[src/rtl/fir_fold_sched.sv]
// Folded FIR: one shared signed MAC sequenced over TAPS runtime-loadable coefficients,
// with the sum rounded half-up to OW bits and held on a valid/ready output.
module fir_fold_sched #(
    parameter int unsigned TAPS = 7,
    parameter int unsigned DW   = 16,
    parameter int unsigned CW   = 12,
    parameter int unsigned AW   = 31,
    parameter int unsigned OW   = 26
) (
    input  logic                 clk,
    input  logic                 rstn,
    input  logic signed [DW-1:0] in_data,
    input  logic                 in_valid,
    output logic                 in_ready,
    input  logic                 coef_we,
    input  logic        [2:0]    coef_addr,
    input  logic signed [CW-1:0] coef_data,
    output logic signed [OW-1:0] out_data,
    output logic                 out_valid,
    input  logic                 out_ready,
    output logic                 busy
);

    localparam int unsigned PW    = DW + CW;
    localparam int unsigned RB    = AW - OW;
    localparam logic [2:0]  KLAST = 3'(TAPS - 1);
    localparam logic [2:0]  KNUM  = 3'(TAPS);

    typedef enum logic [1:0] {StIdle, StMac, StRound, StHold} state_e;

    state_e                state_q, state_d;
    logic        [2:0]     k_q, k_d;
    logic signed [AW-1:0]  acc_q, acc_d;
    logic signed [OW-1:0]  out_data_q, out_data_d;
    logic signed [DW-1:0]  x_q [TAPS];
    logic signed [DW-1:0]  x_d [TAPS];
    logic signed [CW-1:0]  c_q [TAPS];
    logic signed [CW-1:0]  c_d [TAPS];
    logic signed [PW-1:0]  prod;
    logic                  coef_ok;

    assign prod = x_q[k_q] * c_q[k_q];

    // Bank is frozen during MAC/ROUND so each result sees one consistent coefficient set.
    assign coef_ok = coef_we && (state_q == StIdle || state_q == StHold) && (coef_addr < KNUM);

    always_comb begin
        state_d    = state_q;
        k_d        = k_q;
        acc_d      = acc_q;
        out_data_d = out_data_q;
        x_d        = x_q;
        c_d        = c_q;

        if (coef_ok) begin
            c_d[coef_addr] = coef_data;
        end

        unique case (state_q)
            StIdle: begin
                if (in_valid) begin
                    x_d[0] = in_data;
                    for (int j = 1; j < TAPS; j++) begin
                        x_d[j] = x_q[j-1];
                    end
                    acc_d   = '0;
                    k_d     = '0;
                    state_d = StMac;
                end
            end
            StMac: begin
                acc_d = acc_q + {{(AW-PW){prod[PW-1]}}, prod};
                k_d   = k_q + 3'd1;
                if (k_q == KLAST) begin
                    state_d = StRound;
                end
            end
            StRound: begin
                out_data_d = acc_q[AW-1:RB] + OW'(acc_q[RB-1]);
                state_d    = StHold;
            end
            StHold: begin
                if (out_ready) begin
                    state_d = StIdle;
                end
            end
            default: state_d = StIdle;
        endcase
    end

    always_ff @(posedge clk or negedge rstn) begin
        if (!rstn) begin
            state_q    <= StIdle;
            k_q        <= '0;
            acc_q      <= '0;
            out_data_q <= '0;
            x_q        <= '{default: '0};
            c_q        <= '{default: '0};
        end else begin
            state_q    <= state_d;
            k_q        <= k_d;
            acc_q      <= acc_d;
            out_data_q <= out_data_d;
            x_q        <= x_d;
            c_q        <= c_d;
        end
    end

    assign in_ready  = (state_q == StIdle);
    assign out_valid = (state_q == StHold);
    assign busy      = (state_q == StMac) || (state_q == StRound);
    assign out_data  = out_data_q;

endmodule

[config.mk]
export PLATFORM = sky130hd
export DESIGN_NAME = fir_fold_sched
export DESIGN_NICKNAME = d
export VERILOG_FILES = /design/src/rtl/fir_fold_sched.sv
export SDC_FILE = /design/constraint.sdc
export NUM_CORES = 1
export LEC_CHECK = 0
export ABC_AREA = 1
export ABC_CLOCK_PERIOD_IN_PS = 7400
export BUFFER_PORTS_ARGS = -buffer_cell sky130_fd_sc_hd__buf_4
export CAP_MARGIN = 20
export CORE_ASPECT_RATIO = 0.9
export CORE_MARGIN = 2
export CORE_UTILIZATION = 45
export CTS_BUF_LIST = sky130_fd_sc_hd__clkbuf_4 sky130_fd_sc_hd__clkbuf_8
export CTS_CLUSTER_SIZE = 40
export DETAILED_ROUTE_END_ITERATION = 8
export PLACE_DENSITY = 0.69
export SETUP_SLACK_MARGIN = 0.05
export SLEW_MARGIN = 20
export SYNTH_ARGS = -nofsm -noshare
export SYNTH_HDL_FRONTEND = slang
export SYNTH_SLANG_ARGS = --single-unit
[constraint.sdc]
create_clock -name clk -period 7.4 [get_ports clk]
set_input_delay 0.37 -clock clk [delete_from_list [all_inputs] [get_ports clk]]
set_output_delay 0.37 -clock clk [all_outputs]
set_load 0.01 [all_outputs]
# Word-level counts from Yosys, hierarchy flattened

Cells that the tools add are included.

Bits in registers: 258
Output and inout bits: 29

Add/subtract/negate cells: 3
Multipliers: 1
$lt $le $gt $ge: 4
Equality and inequality tests: 7
Multiplexer cells: 17
Bitwise logic cells: 2
Reduce and logical (&&, ||, !) cells: 10

Operators by type and width:

| cell                                                     | count |
|---|---|
| bitwise mux 84 bit                                       | 1 |
| one-hot mux 31 bit (2 select lines)                      | 1 |
| binary-select mux 16 bit (select 3 bit)                  | 1 |
| binary-select mux 12 bit (select 3 bit)                  | 1 |
| demux 12 bit (select 3 bit)                              | 1 |
| two-way mux 12 bit                                       | 3 |
| two-way mux 16 bit                                       | 2 |
| adder 31 bit                                             | 1 |
| two-way mux 31 bit                                       | 1 |
| multiplier 16 x 12 -> 28 bit                             | 1 |
| adder 26 x 1 -> 26 bit                                   | 1 |
| greater-or-equal comparator 4 bit, second input constant | 2 |
| NOT 3 -> 4 bit                                           | 2 |
| one-hot mux 2 bit (4 select lines)                       | 1 |
| two-way mux 2 bit                                        | 3 |
| one-hot mux 3 bit (2 select lines)                       | 1 |
| == test 2 bit, second input constant                     | 2 |
| < comparator 4 x 1 -> 1 bit, second input constant       | 1 |
| inequality test 2 bit, second input constant             | 2 |
| AND reduction 2 bit                                      | 2 |
| adder 3 x 1 -> 3 bit, second input constant              | 1 |
| == test 3 bit, second input constant                     | 1 |
| logical AND 1 bit                                        | 3 |
| < comparator 3 bit, second input constant                | 1 |
| other kinds (7)                                          | 8 |

# Depth between registers and ports, before layout

Word-level depth: 7
Mapped depth: 43
Mapped depth without buffers: 42

# Least setup slack after synthesis

OpenSTA, ideal clock, no wires.

Kind: reg2reg
Start point: reg k_q[1]
End point: reg acc_q[30]
Setup time: 0.118 ns
Data arrival time: 6.639 ns
Slack: 0.643 ns
Stages on the path, launching flop included: 37
Buffers on the path: 3
Clock period less this slack: 6.757 ns
Path through: dfrtp_1 > inv_2 > buf_2 > buf_2 > o21ai_0 > o21ai_0 > nand2_1 > nand2_1 > buf_2 > nand2_1 > fa_1 > inv_1 > fa_1 > fa_1 > fa_1 > inv_1 > fa_1 > inv_1 > ha_1 > a21oi_1 > nand2_1 > nand2_1 > nand2_1 > a31oi_1 > nor2_1 > nor2_1 > o21bai_1 > xor2_1 > ha_1 > a21oi_1 > o21ai_0 > a21oi_1 > nand2_1 > a21oi_1 > nand3_1 > nand3_1 > nand2_1

Longest elaborated chain between the ends: 7

RTL lines:

| element                                                                                            | RTL line | RTL |
|---|---|---|
| from (decl)                                                                                        | 32       | `logic [2:0] k_q, k_d;` |
| from (signal assigned)                                                                             | 101      | `k_q <= k_d;` |
| NOT 3 -> 4 bit (not written as such) *                                                             | 42       | `assign prod = x_q[k_q] * c_q[k_q];` |
| binary-select mux 16 bit (select 3 bit) or binary-select mux 12 bit (select 3 bit) (tied branches) | 42       |  |
| two-way mux 16 bit (not written as such) or two-way mux 12 bit (tied branches) (2 in series)       | 42       |  |
| multiplier 16 x 12 -> 28 bit *                                                                     | 42       |  |
| adder 31 bit *                                                                                     | 72       | `acc_d = acc_q + {{(AW-PW){prod[PW-1]}}, prod};` |
| one-hot mux 31 bit (2 select lines) *                                                              | 59       | `unique case (state_q)` |
| to (signal assigned)                                                                               | 95       | `acc_q <= '0;` |
| to (signal assigned)                                                                               | 102      | `acc_q <= acc_d;` |
| to (decl)                                                                                          | 33       | `logic signed [AW-1:0] acc_q, acc_d;` |

Mark *: on every way between the ends. The rest lies on a longest branch, timed or not. The select of a mux whose other input is x is not followed.
A chain may end at the register's enable or synchronous reset.

# Final worst setup path

Start point: reg k_q[0]
End point: reg acc_q[30]

Same word-level chain as after synthesis.

==> impl_metrics.ini <==
[run_status]
status = complete, no violations

[yosys]
ys_ff_latch = 258
synth_area_mm2 = 0.0209
syn_avg_cell_area_um2 = 7.69
yosysWarningCount = 0
syn-instance-count = 2711
syn_nets = 3023
synth-seq-area-share = 0.310
yosysUniqueCellTypes = 49

[global_routing]
grt_pass1_wl_um = 93800
overflow = 0
grt_max_degree = 174
grt_antenna_before_repair = 1
grt_pass1_vias = 18568
grtUsageTotal = 0.240

[placement]
dp_slack_ps = -233
hpwl_um = 41600
gp_congestion = 0.925
portBuffers = 64

[sta]
period_share = 0.971
slew_violations = 0
setup_ws_ps = 214
finClkSkew_ps = 18.4
tns_ps = 0
rsz0062_at_grt = true
post-route-min-period_ps = 7190
hold_viol = 0
timing.fmax_mhz = 139
max_slew.worst_pin.slew_ps = 1150
hold-worst-slack_ps = 104
setup_violations = 0
maxSlewHeadroom = 0.233

[clock_tree]
cts.sinks = 258
clock_path_buffers = 3
cts_buffers = 44
cts_tree = built
clock_latency_ps = 620
root_buffer = clkbuf_8
cts-htree-levels = 2
path_clk_slew_ps = 60

[die]
dieArea_mm2 = 0.0481
core_area_mm2 = 0.0456
rows = 74
ios = 65
initial_core_util = 0.458
die_x_um = 231
fp.dieH_um = 208

[min_path]
hold_path_class = primary input to register

[finish]
fill_cells = 4085
area_delta_synth_final_pct = 26.7
drive_above_1_share = 0.227
final_nets = 3299
n_antenna_cell = 0

[drt]
drc = 0
drt-total-wl_um = 60000
num_vias = 19016
postRouteAntennaNets = 0
drt_iter0_drc = 1612
vias_per_cell = 5.24
first_pass_iters = 5
post_drt_wl_per_cell_um = 16.5

[worst_setup_path]
cp.arrival_ps = 7690
required_ps = 7900
critPathKind = register to register
critPathMaxFanout = 7
end_kind = register
slowest_stage = fa_1
cpPeakStageDelay_ps = 550
critPathLaunchType = register
cpMostUsedCell = fa_1

[flow_run]
cap_violations = 0
## layout by cell type (no fill, tap or decap), types with 14 or more instances in the layout
| cell | netlist | layout |
|---|---|---|
| a21oi_2 | 0 | 31 |
| nand4_1 | 15 | 15 |
| o21ai_1 | 43 | 59 |
| a21oi_1 | 97 | 62 |
| dfrtp_1 | 258 | 255 |
| clkbuf_8 | 0 | 54 |
| buf_6 | 2 | 21 |
| buf_12 | 0 | 28 |
| fa_1 | 179 | 166 |
| inv_1 | 425 | 402 |
| inv_2 | 23 | 38 |
| nand3_1 | 73 | 62 |
| ha_1 | 97 | 71 |
| nor2_2 | 5 | 31 |
| nand2_1 | 734 | 680 |
| nand2_2 | 4 | 51 |
| dlygate4sd3_1 | 0 | 17 |
| buf_4 | 8 | 253 |
| nor2_4 | 3 | 16 |
| clkbuf_4 | 0 | 14 |
| ha_4 | 0 | 24 |
| nor2_1 | 204 | 165 |
| xor2_1 | 28 | 25 |
| o22ai_1 | 16 | 16 |
| o21ai_0 | 325 | 299 |
## metal layers
layer	vias up	part of all wire	track usage
met5	-	0	0
met2	619	0.45	0.373
li1	8988	-	-
met3	73	0.072	0.0443
met4	0	0.017	0.0594
met1	9336	0.46	0.347
## layout make-up
type	count	area (µm²)	share of cell area
clock inverter	9	85.1	0.00322
clock buffer	68	848	0.0321
multi-input combinational	1898	13300	0.504
inverter	450	1720	0.0650
timing repair buffer	335	3230	0.122
sequential	258	6460	0.244
tap	608	761	0.0288
## per-stage QoR
stage | instance area [µm²] | std cells | util
floorplan | 20900 | 2711 | -
global placement | 23200 | 3456 | 0.510
detailed placement | 23200 | 3456 | 0.510
CTS | 24500 | 3561 | 0.539
global route | 26400 | 3626 | 0.580
finish | 26400 | 3626 | 0.580
## sequential cells by signal, indices dropped and copies added (netlist names)
signal,flops
x_q,112
acc_q,31
out_data,26
k_q,3
state_q,2
c_q,84
## final timing paths
kind                                          from                        to  slack, ps  depth (start not counted)
max reg2reg                     k_q[0]$_DFFE_PN0P_     acc_q[30]$_DFFE_PN0P_        210                         39
max in group asynchronous                     rstn  out_data[20]$_DFFE_PN0P_       5630                          4
min reg2reg                out_data[0]$_DFFE_PN0P_   out_data[0]$_DFFE_PN0P_        480                          2
min in group asynchronous                     rstn       c_q[81]$_DFFE_PN0P_        340                          2
max                             k_q[0]$_DFFE_PN0P_     acc_q[30]$_DFFE_PN0P_        210                         39
min                                   coef_data[6]       c_q[54]$_DFFE_PN0P_        100                          3
## worst max-delay path, delay by kind of cell (launching register included)
family | cells | cell delay [ps]
buffers and inverters | 13 | 1180
DFF | 1 | 490
adders and majority gates | 7 | 3150
AOI/OAI and AO/OA | 8 | 1140
and+or+nand+nor | 10 | 810
xor gates and xnor gates | 1 | 240
## what timing repair did
action	in CTS	in global routing
endpoints found under the hold margin	101	0
setup buffers	11	53
gates cloned	0	12
hold buffers	17	0
resized for setup	22	307
setup endpoints to repair	11	17
pin swaps	8	118
## cell families after synthesis
kind of cell               count (synthesis)  share of synthesized area
and+or+nand+nor                         1060                      0.204
buffers and inverters                    555                      0.105
AOI/OAI and AO/OA                        521                      0.134
adders and majority gates                276                      0.230
DFF                                      258                      0.310
xor gates and xnor gates                  41                     0.0172
## cells in the mapped netlist, drive strengths merged
| cell type | number | area (µm²) |
|---|---|---|
| a31oi | 3 | 18.8 |
| a21boi | 3 | 26.3 |
| xor2 | 28 | 245 |
| o31ai | 3 | 27.5 |
| nand3 | 75 | 400 |
| ha | 97 | 1210 |
| or2 | 1 | 6.26 |
| a22o | 1 | 8.76 |
| a221oi | 1 | 8.76 |
| o21a | 3 | 22.5 |
| fa | 179 | 3580 |
| a211o | 1 | 8.76 |
| o21ai | 377 | 1970 |
| nand3b | 1 | 7.51 |
| and2 | 1 | 6.26 |
| a21o | 7 | 52.6 |
| o311ai | 1 | 8.76 |
| nor4 | 1 | 6.26 |
| xnor2 | 13 | 114 |
| a211oi | 1 | 7.51 |
| a21oi | 97 | 485 |
| buf | 65 | 355 |
| o211ai | 2 | 25.0 |
| nor3b | 1 | 12.5 |
| clkinv | 2 | 7.51 |
| nand4 | 15 | 93.8 |
| nand2 | 738 | 2780 |
| clkbuf | 40 | 150 |
| o22ai | 16 | 100 |
| dfrtp | 258 | 6460 |
| o21bai | 5 | 37.5 |
| inv | 448 | 1680 |
| nor3 | 15 | 105 |
| nor2 | 212 | 831 |
Power is left out: the tool's default activity adds up to more than one toggle a clock period on the data nets, which glitch-free logic cannot reach.
